### config.mk
export PLATFORM = sky130hd
export DESIGN_NAME = keypad_entry_flat
export DESIGN_NICKNAME = d
export VERILOG_FILES = /design/src/rtl/keypad_pkg.sv /design/src/rtl/keypad_if.sv /design/src/rtl/keypad_debounce.sv /design/src/rtl/keypad_entry.sv /design/src/flat_wrapper.sv
export SDC_FILE = /design/constraint.sdc
export NUM_CORES = 1
export LEC_CHECK = 0
export ABC_AREA = 1
export BUFFER_PORTS_ARGS = -buffer_cell sky130_fd_sc_hd__buf_2
export CORE_UTILIZATION = 43
export DETAILED_ROUTE_END_ITERATION = 12
export PLACE_DENSITY = 0.68
export SLEW_MARGIN = 20
export SYNTH_ARGS = -nofsm -noshare
export SYNTH_HDL_FRONTEND = slang
export SYNTH_SLANG_ARGS = --single-unit
### constraint.sdc
create_clock -name clk_i -period 4.84 [get_ports clk_i]
set_clock_uncertainty 0.1 [all_clocks]
set_input_delay 0.484 -clock clk_i [delete_from_list [all_inputs] [get_ports clk_i]]
set_output_delay 0.484 -clock clk_i [all_outputs]
set_load 0.1 [all_outputs]
### src/rtl/keypad_pkg.sv
// Shared constants, LCD handshake state type and key-vector helpers for the keypad entry path.
package keypad_pkg;

    localparam int unsigned NUM_KEYS  = 12;
    localparam int unsigned KEY_STAR  = 10;
    localparam int unsigned KEY_SHARP = 11;

    localparam logic [7:0] ASC_ZERO = 8'h30;
    localparam logic [7:0] ASC_BS   = 8'h08;
    localparam logic [7:0] ASC_CR   = 8'h0D;

    typedef enum logic [0:0] {
        StIdle,
        StSend
    } lcd_state_e;

    // Bit position of the highest set key; only meaningful for a one-hot vector.
    function automatic logic [3:0] key_index(logic [NUM_KEYS-1:0] keys);
        logic [3:0] idx;
        idx = '0;
        for (int i = 0; i < NUM_KEYS; i++) begin
            if (keys[i]) begin
                idx = 4'(i);
            end
        end
        return idx;
    endfunction

endpackage

### src/rtl/keypad_if.sv
// Byte handshake from the keypad entry block to the LCD writer.
interface keypad_if;

    logic [7:0] lcd_data;
    logic       lcd_valid;
    logic       lcd_ready;

    modport master (
        output lcd_data,
        output lcd_valid,
        input  lcd_ready
    );

    modport slave (
        input  lcd_data,
        input  lcd_valid,
        output lcd_ready
    );

endinterface

### src/rtl/keypad_debounce.sv
// Two-flop synchroniser followed by a stability counter; the output vector only follows
// the synced keys after they have been unchanged for DEBOUNCE_CYC cycles.
module keypad_debounce
    import keypad_pkg::*;
#(
    parameter int unsigned DEBOUNCE_CYC = 16
) (
    input  logic                clk_i,
    input  logic                rst_ni,
    input  logic [NUM_KEYS-1:0] keys_i,
    output logic [NUM_KEYS-1:0] keys_o
);

    localparam int unsigned     CntW   = $clog2(DEBOUNCE_CYC);
    localparam logic [CntW-1:0] CntMax = CntW'(DEBOUNCE_CYC - 1);

    logic [NUM_KEYS-1:0] sync1_q, sync2_q;
    logic [NUM_KEYS-1:0] stable_q, stable_d;
    logic [CntW-1:0]     cnt_q, cnt_d;
    logic                changed;

    // sync2 is about to take a new value whenever the two stages disagree
    always_comb begin
        changed  = (sync1_q != sync2_q);
        cnt_d    = cnt_q;
        stable_d = stable_q;
        if (changed) begin
            cnt_d = '0;
        end else if (cnt_q == CntMax) begin
            stable_d = sync2_q;
        end else begin
            cnt_d = cnt_q + CntW'(1);
        end
    end

    always_ff @(posedge clk_i or negedge rst_ni) begin
        if (!rst_ni) begin
            sync1_q  <= '0;
            sync2_q  <= '0;
            cnt_q    <= '0;
            stable_q <= '0;
        end else begin
            sync1_q  <= keys_i;
            sync2_q  <= sync1_q;
            cnt_q    <= cnt_d;
            stable_q <= stable_d;
        end
    end

    assign keys_o = stable_q;

endmodule

### src/rtl/keypad_entry.sv
// Debounced keypad to press events, BCD entry buffer with backspace/commit, and an LCD echo
// channel that drops bytes (with a DROP pulse) rather than stall when the writer is busy.
module keypad_entry
    import keypad_pkg::*;
#(
    parameter int unsigned  DEBOUNCE_CYC = 16,
    parameter int unsigned  MAX_DIGITS   = 8,
    localparam int unsigned LenW         = $clog2(MAX_DIGITS + 1),
    localparam int unsigned BufW         = 4 * MAX_DIGITS
) (
    input  logic                clk_i,
    input  logic                rst_ni,
    input  logic [NUM_KEYS-1:0] keypad_i,
    keypad_if.master            lcd,
    output logic                chk_o,
    output logic                star_o,
    output logic                sharp_o,
    output logic [BufW-1:0]     entry_o,
    output logic [LenW-1:0]     entry_len_o,
    output logic                entry_valid_o,
    output logic                overflow_o,
    output logic                drop_o
);

    logic [NUM_KEYS-1:0] deb;
    logic                key_one, key_evt, armed_q, armed_d;
    logic [3:0]          key_idx;

    logic [BufW-1:0] buf_q, buf_d, entry_q, entry_d;
    logic [LenW-1:0] len_q, len_d, entry_len_q, entry_len_d;
    logic            ovf_q, ovf_d, entry_valid_d, star_d, sharp_d;
    logic            entry_valid_q, star_q, sharp_q;
    logic            have_byte;
    logic [7:0]      byte_val;

    lcd_state_e state_q, state_d;
    logic [7:0] data_q, data_d;
    logic       drop_q, drop_d;

    keypad_debounce #(
        .DEBOUNCE_CYC(DEBOUNCE_CYC)
    ) u_debounce (
        .clk_i (clk_i),
        .rst_ni(rst_ni),
        .keys_i(keypad_i),
        .keys_o(deb)
    );

    // One event per press: re-arm only once the debounced vector shows no valid key.
    always_comb begin
        key_one = $onehot(deb);
        key_idx = key_index(deb);
        key_evt = key_one && armed_q;
        armed_d = armed_q;
        if (!key_one) begin
            armed_d = 1'b1;
        end else if (key_evt) begin
            armed_d = 1'b0;
        end
    end

    always_comb begin
        buf_d         = buf_q;
        len_d         = len_q;
        ovf_d         = ovf_q;
        entry_d       = entry_q;
        entry_len_d   = entry_len_q;
        entry_valid_d = 1'b0;
        star_d        = 1'b0;
        sharp_d       = 1'b0;
        have_byte     = 1'b0;
        byte_val      = '0;
        if (key_evt) begin
            if (key_idx == 4'(KEY_STAR)) begin
                star_d = 1'b1;
                if (len_q != '0) begin
                    buf_d     = buf_q >> 4;
                    len_d     = len_q - LenW'(1);
                    have_byte = 1'b1;
                    byte_val  = ASC_BS;
                end
            end else if (key_idx == 4'(KEY_SHARP)) begin
                sharp_d = 1'b1;
                if (len_q != '0) begin
                    entry_d       = buf_q;
                    entry_len_d   = len_q;
                    entry_valid_d = 1'b1;
                    buf_d         = '0;
                    len_d         = '0;
                    ovf_d         = 1'b0;
                    have_byte     = 1'b1;
                    byte_val      = ASC_CR;
                end
            end else if (len_q < LenW'(MAX_DIGITS)) begin
                buf_d     = (buf_q << 4) | BufW'(key_idx);
                len_d     = len_q + LenW'(1);
                have_byte = 1'b1;
                byte_val  = ASC_ZERO + {4'h0, key_idx};
            end else begin
                ovf_d = 1'b1;
            end
        end
    end

    // A byte arriving while the writer still holds the previous one is discarded.
    always_comb begin
        state_d = state_q;
        data_d  = data_q;
        drop_d  = 1'b0;
        unique case (state_q)
            StIdle: begin
                if (have_byte) begin
                    state_d = StSend;
                    data_d  = byte_val;
                end
            end
            StSend: begin
                if (lcd.lcd_ready) begin
                    if (have_byte) begin
                        data_d = byte_val;
                    end else begin
                        state_d = StIdle;
                    end
                end else if (have_byte) begin
                    drop_d = 1'b1;
                end
            end
            default: state_d = StIdle;
        endcase
    end

    always_ff @(posedge clk_i or negedge rst_ni) begin
        if (!rst_ni) begin
            armed_q       <= 1'b1;
            buf_q         <= '0;
            len_q         <= '0;
            ovf_q         <= 1'b0;
            entry_q       <= '0;
            entry_len_q   <= '0;
            entry_valid_q <= 1'b0;
            star_q        <= 1'b0;
            sharp_q       <= 1'b0;
            state_q       <= StIdle;
            data_q        <= '0;
            drop_q        <= 1'b0;
        end else begin
            armed_q       <= armed_d;
            buf_q         <= buf_d;
            len_q         <= len_d;
            ovf_q         <= ovf_d;
            entry_q       <= entry_d;
            entry_len_q   <= entry_len_d;
            entry_valid_q <= entry_valid_d;
            star_q        <= star_d;
            sharp_q       <= sharp_d;
            state_q       <= state_d;
            data_q        <= data_d;
            drop_q        <= drop_d;
        end
    end

    assign lcd.lcd_valid  = (state_q == StSend);
    assign lcd.lcd_data   = data_q;
    assign chk_o          = key_one && !deb[KEY_STAR] && !deb[KEY_SHARP];
    assign star_o         = star_q;
    assign sharp_o        = sharp_q;
    assign entry_o        = entry_q;
    assign entry_len_o    = entry_len_q;
    assign entry_valid_o  = entry_valid_q;
    assign overflow_o     = ovf_q;
    assign drop_o         = drop_q;

endmodule
### src/flat_wrapper.sv
// flat-port wrapper written by rule: the top's interface ports become plain ports
module keypad_entry_flat import keypad_pkg::*;
#(
    parameter int unsigned  DEBOUNCE_CYC = 16,
    parameter int unsigned  MAX_DIGITS   = 8,
    localparam int unsigned LenW         = $clog2(MAX_DIGITS + 1),
    localparam int unsigned BufW         = 4 * MAX_DIGITS
)
  (clk_i, rst_ni, keypad_i, chk_o, star_o, sharp_o, entry_o, entry_len_o, entry_valid_o, overflow_o, drop_o, lcd_lcd_data, lcd_lcd_valid, lcd_lcd_ready);
  keypad_if lcd_i ();
  input  logic clk_i;
  input  logic rst_ni;
  input  logic [NUM_KEYS-1:0] keypad_i;
  output logic chk_o;
  output logic star_o;
  output logic sharp_o;
  output logic [BufW-1:0] entry_o;
  output logic [LenW-1:0] entry_len_o;
  output logic entry_valid_o;
  output logic overflow_o;
  output logic drop_o;
  output wire logic [$bits(lcd_i.lcd_data)-1:0] lcd_lcd_data;
  output wire logic [$bits(lcd_i.lcd_valid)-1:0] lcd_lcd_valid;
  input wire logic [$bits(lcd_i.lcd_ready)-1:0] lcd_lcd_ready;
  assign lcd_lcd_data = lcd_i.lcd_data;
  assign lcd_lcd_valid = lcd_i.lcd_valid;
  assign lcd_i.lcd_ready = lcd_lcd_ready;
  keypad_entry #(.DEBOUNCE_CYC(DEBOUNCE_CYC), .MAX_DIGITS(MAX_DIGITS)) u_core (.clk_i(clk_i), .rst_ni(rst_ni), .keypad_i(keypad_i), .lcd(lcd_i), .chk_o(chk_o), .star_o(star_o), .sharp_o(sharp_o), .entry_o(entry_o), .entry_len_o(entry_len_o), .entry_valid_o(entry_valid_o), .overflow_o(overflow_o), .drop_o(drop_o));
endmodule
### Word-level counts from Yosys, hierarchy flattened

Index checks and enable logic that the tools add are counted.

* add/sub/neg operators: 15
* mux-type cells: 55
* $lt $le $gt $ge: 1
* bitwise operators: 4
* reductions and logical operators: 11
* equal/unequal tests: 11

Operators with widths (count)
* two-way mux 32 bit: 5
* two-way mux 4 bit: 19
* two-way mux 8 bit: 6
* OR 32 x 4 -> 32 bit: 1
* two-way mux 1 bit: 23
* adder 4 bit: 5
* one-hot mux 8 bit (2 select lines): 1
* adder 1 x 1 -> 2 bit: 6
* equality test 4 bit, second input constant: 3
* inequality test 12 bit: 1
* AND reduction 4 bit: 3
* adder 4 x 1 -> 4 bit, second input constant: 2
* inequality test 2 bit, second input constant: 4
* adder 6 x 4 -> 7 bit, first input constant: 1
* equality test 4 x 1 -> 1 bit, second input constant: 1
* < comparator 4 bit, second input constant: 1
* inequality test 2 x 1 -> 1 bit, second input constant: 2
* nonzero test 4 bit: 1
* subtractor 4 x 1 -> 4 bit, second input constant: 1
* logical AND 1 bit: 3
* NOT 1 bit: 3
* nonzero test 3 bit: 1
* logical NOT 1 bit: 2
* one-hot mux 1 bit (2 select lines): 1
* AND reduction 2 bit: 1

* bits of input ports: 15
* output and inout port bits: 51
* bits in registers: 127
* logic and storage cells: 113

### Longest topological paths before layout

Gate-level depths: netlist of run 1.

* depth after elaboration: 19
* depth in mapped cells: 20
* mapped depth without buffers: 20

### Modules after synthesis

A second synthesis of run 1 with hierarchy kept.

* cells, all modules: 584
* area, all modules: 5400.2 um^2

By module, submodules not included
* keypad_entry: instances 1, area each 3883.7 um^2, cells each 434, sequential area each 2103.3 um^2
* keypad_debounce: instances 1, area each 1516.5 um^2, cells each 150, sequential area each 1001.0 um^2

### Worst setup path after synthesis of run 1

OpenSTA, ideal clock, no wires.

* kind: flip-flop to output port
* from: register u_core.u_debounce.stable_q[1] (netlist: u_core.u_debounce.keys_o[1])
* to: output chk_o
* path slack: -0.207 ns
* arrival: 4.463 ns
* required time: 4.256 ns
* cell stages (with the launch flop): 14
* path through: dfrtp_1 ha_1 inv_1 fa_1 fa_1 inv_1 fa_1 ha_1 inv_1 fa_1 nand3_1 nor2_1 nand3_1 nor2_1

* longest elaborated chain between the ends: 7

RTL lines
* start: declaration: RTL line keypad_debounce.sv:18 `logic [NUM_KEYS-1:0] stable_q, stable_d;`
* start signal: assignment: RTL line keypad_debounce.sv:46 `stable_q <= stable_d;`
* adder 1 x 1 -> 2 bit (not written as such): RTL line keypad_entry.sv:51 `key_one = $onehot(deb);`
* adder 4 bit (not written as such) (3 in a row): RTL line keypad_entry.sv:51
* equality test 4 x 1 -> 1 bit: RTL line keypad_entry.sv:51
* logical AND 1 bit (2 in a row): RTL line keypad_entry.sv:164 `assign chk_o = key_one && !deb[KEY_STAR] && !deb[KEY_SHARP];`
* end: declaration: RTL line flat_wrapper.sv:14 `output logic chk_o;`

No other way between the ends.

### Final worst setup path of run 1

* from: register u_core.u_debounce.stable_q[3] (netlist: u_core.u_debounce.keys_o[3])
* to: output chk_o

The elaborated chain is that of the path after synthesis.

==> results.txt, run 1 <==
status - finished clean
crit-path most repeated cell - fa_1
arrival time at the worst endpoint - 4.09 ns
GP Congestion - 0.792
Clock Pin Slew Worst Setup and Hold Paths - 0.05 ns
met3 routed WL - 562 µm
#FFs+latches synth - 124
commonest cells after routing, fill and taps aside - nand2_1, dfrtp_1, inv_1
ys async rst share - 1.00
CP max FO - 3
Final Cycle Share - 0.965
Period minus WS final - 4.67 ns
Setup TNS - 0 ns
clock sink count - 124
worst min path class - in2reg
syn_area_per_cell - 9.23 µm²
DRT iter0 DRCs - 383
placed cells - 811
Max Freq - 214 MHz
Final Non-Filler Cells - 846
Psw - 0.504 mW
simple-gate area share of the yosys netlist - 0.172
vias in the first global route - 3833
via count - 4133
area leader, netlist - dfrtp_1
Post-Synthesis Cells - 596
sequential power share - 0.443
r2r startpoint - u_core.u_debounce.keys_o[3]
initial core utilization - 0.449
critical path cell sequence - inv_2 > ha_1 > inv_1 > fa_1 > fa_1 > inv_1 > fa_1 > ha_2 > inv_1 > fa_1 > nand3_1 > nor2_2 > nand3_2 > nor2_4 > buf_12
Top delay family on crit path - adder cells
first-pass GRT wire length - 18900 µm
min-delay src - keypad_i[3]
Synth top area share - 0.560
final setup margin - 0.168 ns
Synth Area in XOR/XNOR - 0.0239
Design Power - 2.39 mW
Setup CP Type - reg2out
mux share of post-synthesis cell area - 0
r2r worst-path depth - 18
final wirelength - 11300 µm
clk_lat worst skew - 0.41 ns
wire per inst - 13.4 µm
CP Capture Type - output pin
Lkg Pwr - 3.42 nW
total track usage - 0.188
layout cell share with drive strength beyond 1 - 0.196
YS warnings - 0
Final Max Tran Viols - 0
Clock power frac - 0.540
Distinct cells, synth - 31
# fillers - 1093
grt ovf - 0
Placed Area - 0.00597 mm²
crit path launch type - flip-flop
Die Ht - 115 µm
clock buffer depth - 2
IO buf count - 63
Worst Path Buf+Inv - 5
Slew @ Worst Pin - 0.869 ns
# rows - 40
Area growth syn-to-layout - 20.6%
# H-tree levels - 4
RSZ-0062 raised after global routing - no
Top FF cell, synth - dfrtp_1
number of synthesized flops with an enable pin - 0
Metal-1 WL - 5530 µm
largest net degree at the start of global routing - 71
Crit path depth - 15
Die ar. - 0.0132 mm²
largest cells by area after synthesis - dfrtp_1, nand2_1, inv_1
CP max-delay cell - fa_1
Compound-Gate Fraction of Synth Area - 0.103
Placeable Area - 0.0123 mm²
final non-filler cell area - 0.00663 mm²
DRC viols - 0
worst rel slew slack - 0.420
Fin. Hold Viols - 0
combinational power share - 0.017
Detail Route Antenna Nets - 0
Final #Nets - 703
TritonCTS clock tree - built
initial antenna violation count - 0
top-level I/O count - 66
dpl ws - 0.321 ns
Die W - 115 µm
highest routed layer - met4
PwrDens - 360 mW/mm²
Max-Cap Viols - 0
DR vias/cell - 4.89
largest family of logic cells by synthesized area - simple AND/OR/NAND/NOR gates
TritonCTS Buffers - 17
commonest non-fill, non-tap cell in the layout - nand2_1
sequential fraction of the synthesis area - 0.564
final setup violation count - 0
synthesized-area fraction occupied by adder cells - 0.0619
ANT cells - 0
Pint - 1.88 mW
root buf cell - clkbuf_16
critical path required time - 4.26 ns
IR drop worst, VDD - 222 µV
hpwl dp - 7690 µm
CP peak stage delay - 0.51 ns
worst hold path depth - 1
First-pass DRT Iterations - 4
met2 wire len - 5020 µm
cell area after synthesis - 0.00550 mm²
Sw Share - 0.211
CP Launch Point - u_core.u_debounce.keys_o[3]
[power groups by stage]
stage | combinational, mW | clock, mW | sequential, mW
final | 0.0414 | 1.29 | 1.06
after global routing | 0.0474 | 1.36 | 1.06
after CTS | 0.0433 | 1.31 | 1.06
after detailed placement | 0.0426 | 0 | 1.07
after global placement | 0.0415 | 0 | 1.07
after floorplan | 0.0158 | 0 | 1.07
[state kept, by name (all words and copies together), names as in the netlist]
register                   count
u_core.armed_q                 1
u_core.buf_q                  32
u_core.drop_o                  1
u_core.entry_len_o             4
u_core.entry_o                32
u_core.entry_valid_o           1
u_core.lcd.lcd_data            5
u_core.lcd.lcd_valid           1
u_core.len_q                   4
u_core.overflow_o              1
u_core.sharp_o                 1
u_core.star_o                  1
u_core.u_debounce.cnt_q        4
u_core.u_debounce.keys_o      12
u_core.u_debounce.sync1_q     12
u_core.u_debounce.sync2_q     12
[per-layer routing]
layer,vias to the layer above,track usage
li1,2026,-
met1,1972,0.257
met2,116,0.284
met3,19,0.0506
met4,0,0.0805
met5,-,0
[per-stage QoR]
stage / util / hold WS, ns
global placement: 0.487 / 0.250
global route: 0.541 / 0.0541
floorplan: - / 0.0884
finish: 0.541 / 0.0737
CTS: 0.538 / 0.0604
detailed placement: 0.487 / 0.256
[cells by family after synthesis]
logic type / after synthesis
buffers and inverters: 97
AOI/OAI and AO/OA: 99
and+or+nand+nor: 237
DFF: 124
adders and majority gates: 23
xor gates and xnor gates: 15
other: 1
[final cells by class]
cell class                      instances  area, µm²  area share
Multi-Input combinational cell        376       2010       0.303
Sequential cell                       124       3100       0.468
Clock inverter                         14        170      0.0257
Inverter                               73        274      0.0413
Clock buffer                           18        439      0.0662
Tap cell                              168        210      0.0317
Timing Repair Buffer                   73        423      0.0637
[cells in the mapped netlist (all sizes together), types with 8 or more instances]
cell type and count:
buf 16, inv 73, o22ai 22, ha 16, xor2 10, dfrtp 123
nand3 18, o21ai 67, nand2 193, nor2 19, clkbuf 8
[worst paths after layout]
path / to / slack [ns]
max reg2reg: u_core.len_q[2] / 0.34
min: u_core.u_debounce.sync1_q[3] / 0.07
max: chk_o / 0.17
min in group asynchronous: u_core.u_debounce.sync1_q[4] / 0.37
max in group asynchronous: u_core.buf_q[1] / 3.14
min reg2reg: u_core.u_debounce.sync2_q[2] / 0.29
[what timing repair did]
item,4_1_cts,5_1_grt
pin swaps,0,5
setup buffers,0,2
hold buffers,1,0
resized for setup,2,7
endpoints found under the setup margin,1,2
hold endpoints to repair,16,0
No activity file was read; power rests on OpenSTA's default activity.
==> run 2, diff against run 1 <==
--- a/config.mk
+++ b/config.mk
@@ -7,6 +7,7 @@
 export LEC_CHECK = 0
 export ABC_AREA = 1
 export BUFFER_PORTS_ARGS = -buffer_cell sky130_fd_sc_hd__buf_2
+export CORE_MARGIN = 3
 export CORE_UTILIZATION = 43
 export DETAILED_ROUTE_END_ITERATION = 12
 export PLACE_DENSITY = 0.68
==> run 2 against run 1 <==
  * Non-clock buffer count is 2 lower
  * Hold slack worse by 0.062 ns
  * Clock-buffer cell count stayed put
  * Critical path depth stayed put
  * Register-to-register slack hardly changed
  * Core utilization is 0.51 points lower
  * Maximum frequency is 1.1% higher
  * Worst setup slack better by 0.050 ns
==> results.txt, run 2 (same netlist as run 1, synthesis figures left out) <==
Design Power - 2.29 mW (-4.2%)
Slew @ Worst Pin - 0.881 ns (+0.0112 ns)
First-pass DRT Iterations - 5 (+1)
Detail Route Antenna Nets - 0 (unchanged)
Final Non-Filler Cells - 844 (-0.24%)
IR drop worst, VDD - 232 µV (+4.5%)
DRT iter0 DRCs - 355 (-7.3%)
Setup TNS - 0 ns (unchanged)
CP max FO - 4 (+1)
Hold Buf Count CTS - 0 (-1)
DRC viols - 0 (unchanged)
Final #Nets - 701 (-0.28%)
Fin. Hold Viols - 0 (unchanged)
GP Congestion - 0.795 (+0.40%)
grt ovf - 0 (unchanged)
r2r worst-path depth - 18 (unchanged)
status - finished clean
Max-Cap Viols - 0 (unchanged)
arrival time at the worst endpoint - 4.04 ns (-0.05 ns)
critical path required time - 4.26 ns (about the same)
# H-tree levels - 4 (unchanged)
CP max-delay cell - fa_1
clock sink count - 124 (unchanged)
Worst Path Buf+Inv - 5 (unchanged)
Max Freq - 216 MHz (+1.1%)
Top delay family on crit path - adder cells
CP peak stage delay - 0.50 ns (about the same)
dpl ws - 0.329 ns (+0.00854 ns)
Placed Area - 0.00595 mm² (-0.25%)
hpwl dp - 7670 µm (-0.16%)
Final Cycle Share - 0.955 (-0.0104)
# rows - 40 (unchanged)
Setup CP Type - reg2out
Period minus WS final - 4.62 ns (-0.0504 ns)
RSZ-0062 raised after global routing - no
Die ar. - 0.0142 mm² (+7.1%)
critical path cell sequence - inv_2 > ha_1 > inv_1 > fa_1 > fa_1 > inv_1 > fa_1 > ha_2 > inv_1 > fa_1 > nand3_1 > nor2_2 > nand3_2 > nor2_4 > buf_12
total track usage - 0.171 (-0.0175)
final setup violation count - 0 (unchanged)
crit path launch type - flip-flop
reg-to-reg endpoint - u_core.len_q[2]
clock buffer depth - 2 (unchanged)
Die Ht - 119 µm (+3.5%)
DR vias/cell - 4.91 (+0.46%)
placed cells - 809 (-0.25%)
TritonCTS Buffers - 17 (unchanged)
worst rel slew slack - 0.412 (-0.00875)
first-pass GRT wire length - 19600 µm (+3.5%)
largest net degree at the start of global routing - 88 (+24%)
final wirelength - 11600 µm (+2.3%)
r2r startpoint - u_core.u_debounce.keys_o[4]
Area growth syn-to-layout - 19.5%
worst min path class - in2async
Final Max Tran Viols - 0 (unchanged)
Clock Pin Slew Worst Setup and Hold Paths - 0.06 ns (about the same)
ANT cells - 0 (unchanged)
commonest cells after routing, fill and taps aside - nand2_1, dfrtp_1, inv_1
commonest non-fill, non-tap cell in the layout - nand2_1
clk_lat worst skew - 0.41 ns (about the same)
IO buf count - 63 (unchanged)
via count - 4142 (+0.22%)
Placeable Area - 0.0123 mm² (unchanged)
top-level I/O count - 66 (unchanged)
CP Launch Point - u_core.u_debounce.keys_o[4]
final non-filler cell area - 0.00657 mm² (-0.94%)
root buf cell - clkbuf_16
reg2reg setup slack - 0.34 ns (about the same)
wire per inst - 13.7 µm (+2.5%)
initial antenna violation count - 0 (unchanged)
Lkg Pwr - 3.40 nW (-0.72%)
vias in the first global route - 3989 (+4.1%)
crit-path most repeated cell - fa_1
initial core utilization - 0.449 (unchanged)
TritonCTS clock tree - built
final setup margin - 0.218 ns (+0.0504 ns)
Die W - 119 µm (+3.5%)
layout cell share with drive strength beyond 1 - 0.194 (-0.00238)
PwrDens - 348 mW/mm² (-3.3%)
CP Capture Type - output pin
-- run 2: cell types whose count changed in the layout (fill, tap and decap cells not counted), sizes merged --
cell / previous run / this run
buf: 72 / 71
bufinv: 3 / 1
clkinv: 6 / 9
clkinvlp: 4 / 3
dlygate4sd3: 1 / 0
-- run 2: cell type report --
class	instances	area, µm²
Timing Repair Buffer	71	409
Inverter	73	274
Clock buffer	18	439
Multi-Input combinational cell	376	2010
Fill cell	1079	5690
Clock inverter	14	121
Tap cell	168	210
Sequential cell	124	3100
-- run 2: worst max-delay path by stage --
stage	end	slack, ns	cells past startpoint
global placement	u_core.len_q[2]	0.45	17
global route	chk_o	0.009	15
floorplan	chk_o	0.24	13
CTS	chk_o	0.07	15
detailed placement	u_core.len_q[2]	0.33	18
finish	chk_o	0.22	15
-- run 2: worst register-to-register path, delay by kind of cell (launching register included) --
family,cells,cell delay (ns)
adder cells (fa/ha/maj),6,2.35
AND/OR/NAND/NOR,5,0.74
buffers and inverters,6,0.70
flip-flops,1,0.37
AO/OA/AOI/OAI,1,0.15
-- run 2: timing repair --
| action | CTS | global route |
|---|---|---|
| endpoints found under the hold margin | 0 | 0 |
| pin swaps | 0 | 6 |
| resized for setup | 1 | 7 |
| endpoints found under the setup margin | 1 | 1 |
| setup buffers | 0 | 3 |
-- run 2: metrics by stage --
step	utilization	hold WS (ns)
after detailed placement	0.485	0.284
after global routing	0.536	0.0586
final	0.536	0.0113
after floorplan	-	0.0884
after global placement	0.485	0.284
after CTS	0.531	0.0660
-- run 2: layer usage --
layer	up-vias	global-route usage	share of wire
met4	0	0.0587	0.014
met2	109	0.252	0.45
li1	2020	-	-
met1	2002	0.243	0.48
met3	11	0.0470	0.051
met5	-	0	0
-- run 2: power breakdown --
group | switching [mW] | internal (mW)
logic | 0.0311 | 0.0101
registers | 0.00801 | 1.05
clock network | 0.471 | 0.718
total | 0.510 | 1.78
==> run 3, diff against run 2 <==
--- a/config.mk
+++ b/config.mk
@@ -10,6 +10,7 @@
 export CORE_MARGIN = 3
 export CORE_UTILIZATION = 43
 export DETAILED_ROUTE_END_ITERATION = 12
+export GPL_TIMING_DRIVEN = 0
 export PLACE_DENSITY = 0.68
 export SLEW_MARGIN = 20
 export SYNTH_ARGS = -nofsm -noshare
==> run 3 against run 2 <==
  * Sequential share of layout area down 0.67 points
  * Core utilization up 0.78 points
  * Clock-buffer cell count up 1
  * Maximum frequency down 1.2%
  * Total power down 1.2%
  * Via count up 2.0%
  * Critical path depth down 1
  * Routed wire length up 5.6%
  * Hold slack better by 0.064 ns
  * Largest power group unchanged
  * Highest routed layer unchanged
==> results.txt, run 3 (same netlist as run 1, synthesis figures left out) <==
status - finished clean
grt ovf - 0 (unchanged)
PwrDens - 339 mW/mm² (-2.6%)
vias in the first global route - 4222 (+5.8%)
layout cell share with drive strength beyond 1 - 0.202 (+0.00823)
DR vias/cell - 4.91 (about the same)
final setup violation count - 0 (unchanged)
Hold WS - 0.0755 ns (+0.0641 ns)
initial antenna violation count - 0 (unchanged)
TritonCTS Buffers - 17 (unchanged)
hpwl dp - 8530 µm (+11%)
crit-path most repeated cell - fa_1
r2r worst-path depth - 17 (-1)
initial core utilization - 0.449 (unchanged)
Placeable Area - 0.0123 mm² (unchanged)
# H-tree levels - 4 (unchanged)
DRT iter0 DRCs - 346 (-2.5%)
# rows - 40 (unchanged)
Hold EP - u_core.u_debounce.sync1_q[2]
total track usage - 0.183 (+0.0122)
CP peak stage delay - 0.51 ns (about the same)
DRC viols - 0 (unchanged)
critical path required time - 4.26 ns (about the same)
ANT cells - 0 (unchanged)
worst min path class - in2reg
final wirelength - 12200 µm (+5.6%)
root buf cell - clkbuf_16
dpl ws - 0.342 ns (+0.0125 ns)
Clock Pin Slew Worst Setup and Hold Paths - 0.06 ns (about the same)
Period minus WS final - 4.68 ns (+0.0538 ns)
Area growth syn-to-layout - 21.2%
Die W - 119 µm (unchanged)
Max-Cap Viols - 0 (unchanged)
arrival time at the worst endpoint - 4.09 ns (+0.05 ns)
via count - 4226 (+2.0%)
Slew @ Worst Pin - 0.534 ns (-0.347 ns)
Die ar. - 0.0142 mm² (unchanged)
Worst Path Buf+Inv - 4 (-1)
Setup TNS - 0 ns (unchanged)
clock sink count - 124 (unchanged)
clk_lat worst skew - 0.41 ns (about the same)
Final Cycle Share - 0.966 (+0.0111)
wire per inst - 14.2 µm (+3.5%)
Top delay family on crit path - adder cells
largest net degree at the start of global routing - 86 (-2.3%)
reg-to-reg endpoint - u_core.buf_q[22]
Fin. Hold Viols - 0 (unchanged)
GP Congestion - 0.844 (+6.1%)
clock buffer depth - 2 (unchanged)
# fillers - 1097 (+1.7%)
Setup CP Type - reg2out
critical path cell sequence - ha_1 > inv_1 > fa_1 > fa_1 > inv_1 > fa_1 > ha_2 > inv_1 > fa_1 > nand3_1 > nor2_2 > nand3_2 > nor2_4 > buf_12
First-pass DRT Iterations - 5 (unchanged)
r2r startpoint - u_core.u_debounce.keys_o[1]
Lkg Pwr - 3.45 nW (+1.5%)
final setup margin - 0.164 ns (-0.0538 ns)
IO buf count - 63 (unchanged)
Detail Route Antenna Nets - 0 (unchanged)
CP max FO - 3 (-1)
TritonCTS clock tree - built
IR drop worst, VDD - 213 µV (-8.3%)
crit path launch type - flip-flop
top-level I/O count - 66 (unchanged)
worst hold path depth - 1
Final #Nets - 720 (+2.7%)
Die Ht - 119 µm (unchanged)
reg2reg setup slack - 0.36 ns (+0.02 ns)
Max Freq - 214 MHz (-1.2%)
commonest cells after routing, fill and taps aside - nand2_1, dfrtp_1, buf_2
first-pass GRT wire length - 20700 µm (+5.7%)
worst rel slew slack - 0.644 (+0.233)
CP max-delay cell - fa_1
CP Capture Type - output pin
commonest non-fill, non-tap cell in the layout - nand2_1
Crit path depth - 14 (-1)
min-delay src - keypad_i[2]
Final Max Tran Viols - 0 (unchanged)
[run 3: cell count changes in the layout (fill, tap and decap cells not counted), moves of 2 or more]
| cell | before | now |
|---|---|---|
| buf_6 | 1 | 3 |
| buf_2 | 61 | 71 |
| inv_2 | 8 | 10 |
| inv_1 | 65 | 63 |
| clkbuf_1 | 0 | 9 |
| clkinv_4 | 4 | 1 |
| buf_4 | 7 | 5 |
[run 3: stage by stage]
stage          utilization  instances  area [µm²]  power [mW]
5_1_grt              0.544        861        6670        2.33
3_3_place_gp         0.492        828        6030        1.11
3_5_place_dp         0.495        829        6070        1.12
2_1_floorplan            -        597        5510        1.09
6_report             0.544        861        6670        2.26
4_1_cts              0.540        860        6620        2.28
[run 3: final cells by class]
type                    count  area, µm²  share of cell area
flip-flops and latches    124       3100               0.466
inverters                  73        274              0.0411
clock inverters            11       97.6              0.0146
multi-input cells         376       2020               0.303
clock buffers              19        443              0.0664
plain buffers              24        133              0.0199
repair buffers             66        382              0.0572
well taps                 168        210              0.0315
[run 3: worst max path at each step]
| stage | from | end | slack [ns] |
|---|---|---|---|
| after global routing | u_core.u_debounce.keys_o[1] | chk_o | -0.002 |
| final | u_core.u_debounce.keys_o[1] | chk_o | 0.16 |
| after floorplan | u_core.u_debounce.keys_o[1] | chk_o | 0.24 |
| after detailed placement | u_core.u_debounce.keys_o[1] | chk_o | 0.34 |
| after global placement | u_core.u_debounce.keys_o[1] | chk_o | 0.42 |
| after CTS | u_core.u_debounce.keys_o[4] | chk_o | 0.03 |
[run 3: what timing repair did]
item | CTS | global route
gates resized for setup | 1 | 10
pin swaps | 0 | 5
endpoints found under the setup margin | 1 | 1
endpoints found under the hold margin | 38 | 0
setup buffers | 0 | 1
gates cloned | 0 | 0
hold buffers | 1 | 0
[run 3: power by group]
part | internal [mW] | total (mW) | switching (mW)
clock network | 0.710 | 1.16 | 0.449
logic | 0.0136 | 0.0452 | 0.0317
registers | 1.05 | 1.06 | 0.00764
total | 1.77 | 2.26 | 0.488
[run 3: worst reg2reg max path: stages, from the launching register on]
cell      delay [ns]
dfrtp_1         0.39
ha_1            0.29
inv_1           0.05
fa_1            0.50
fa_1            0.49
inv_1           0.05
fa_1            0.51
ha_2            0.18
inv_1           0.05
fa_1            0.48
nand3_1         0.09
nor2_2          0.16
nand4_2         0.18
inv_1           0.15
nand3_1         0.18
clkbuf_1        0.32
nand2_1         0.13
nand2_1         0.06
[run 3: metal layers]
metal	routed length, µm	GRT usage	vias to the layer above	share of wire
met5	0	0	-	0
met4	280	0.0847	0	0.023
met3	661	0.0475	22	0.054
met2	5550	0.270	117	0.45
met1	5750	0.252	2024	0.47
li1	-	-	2063	-
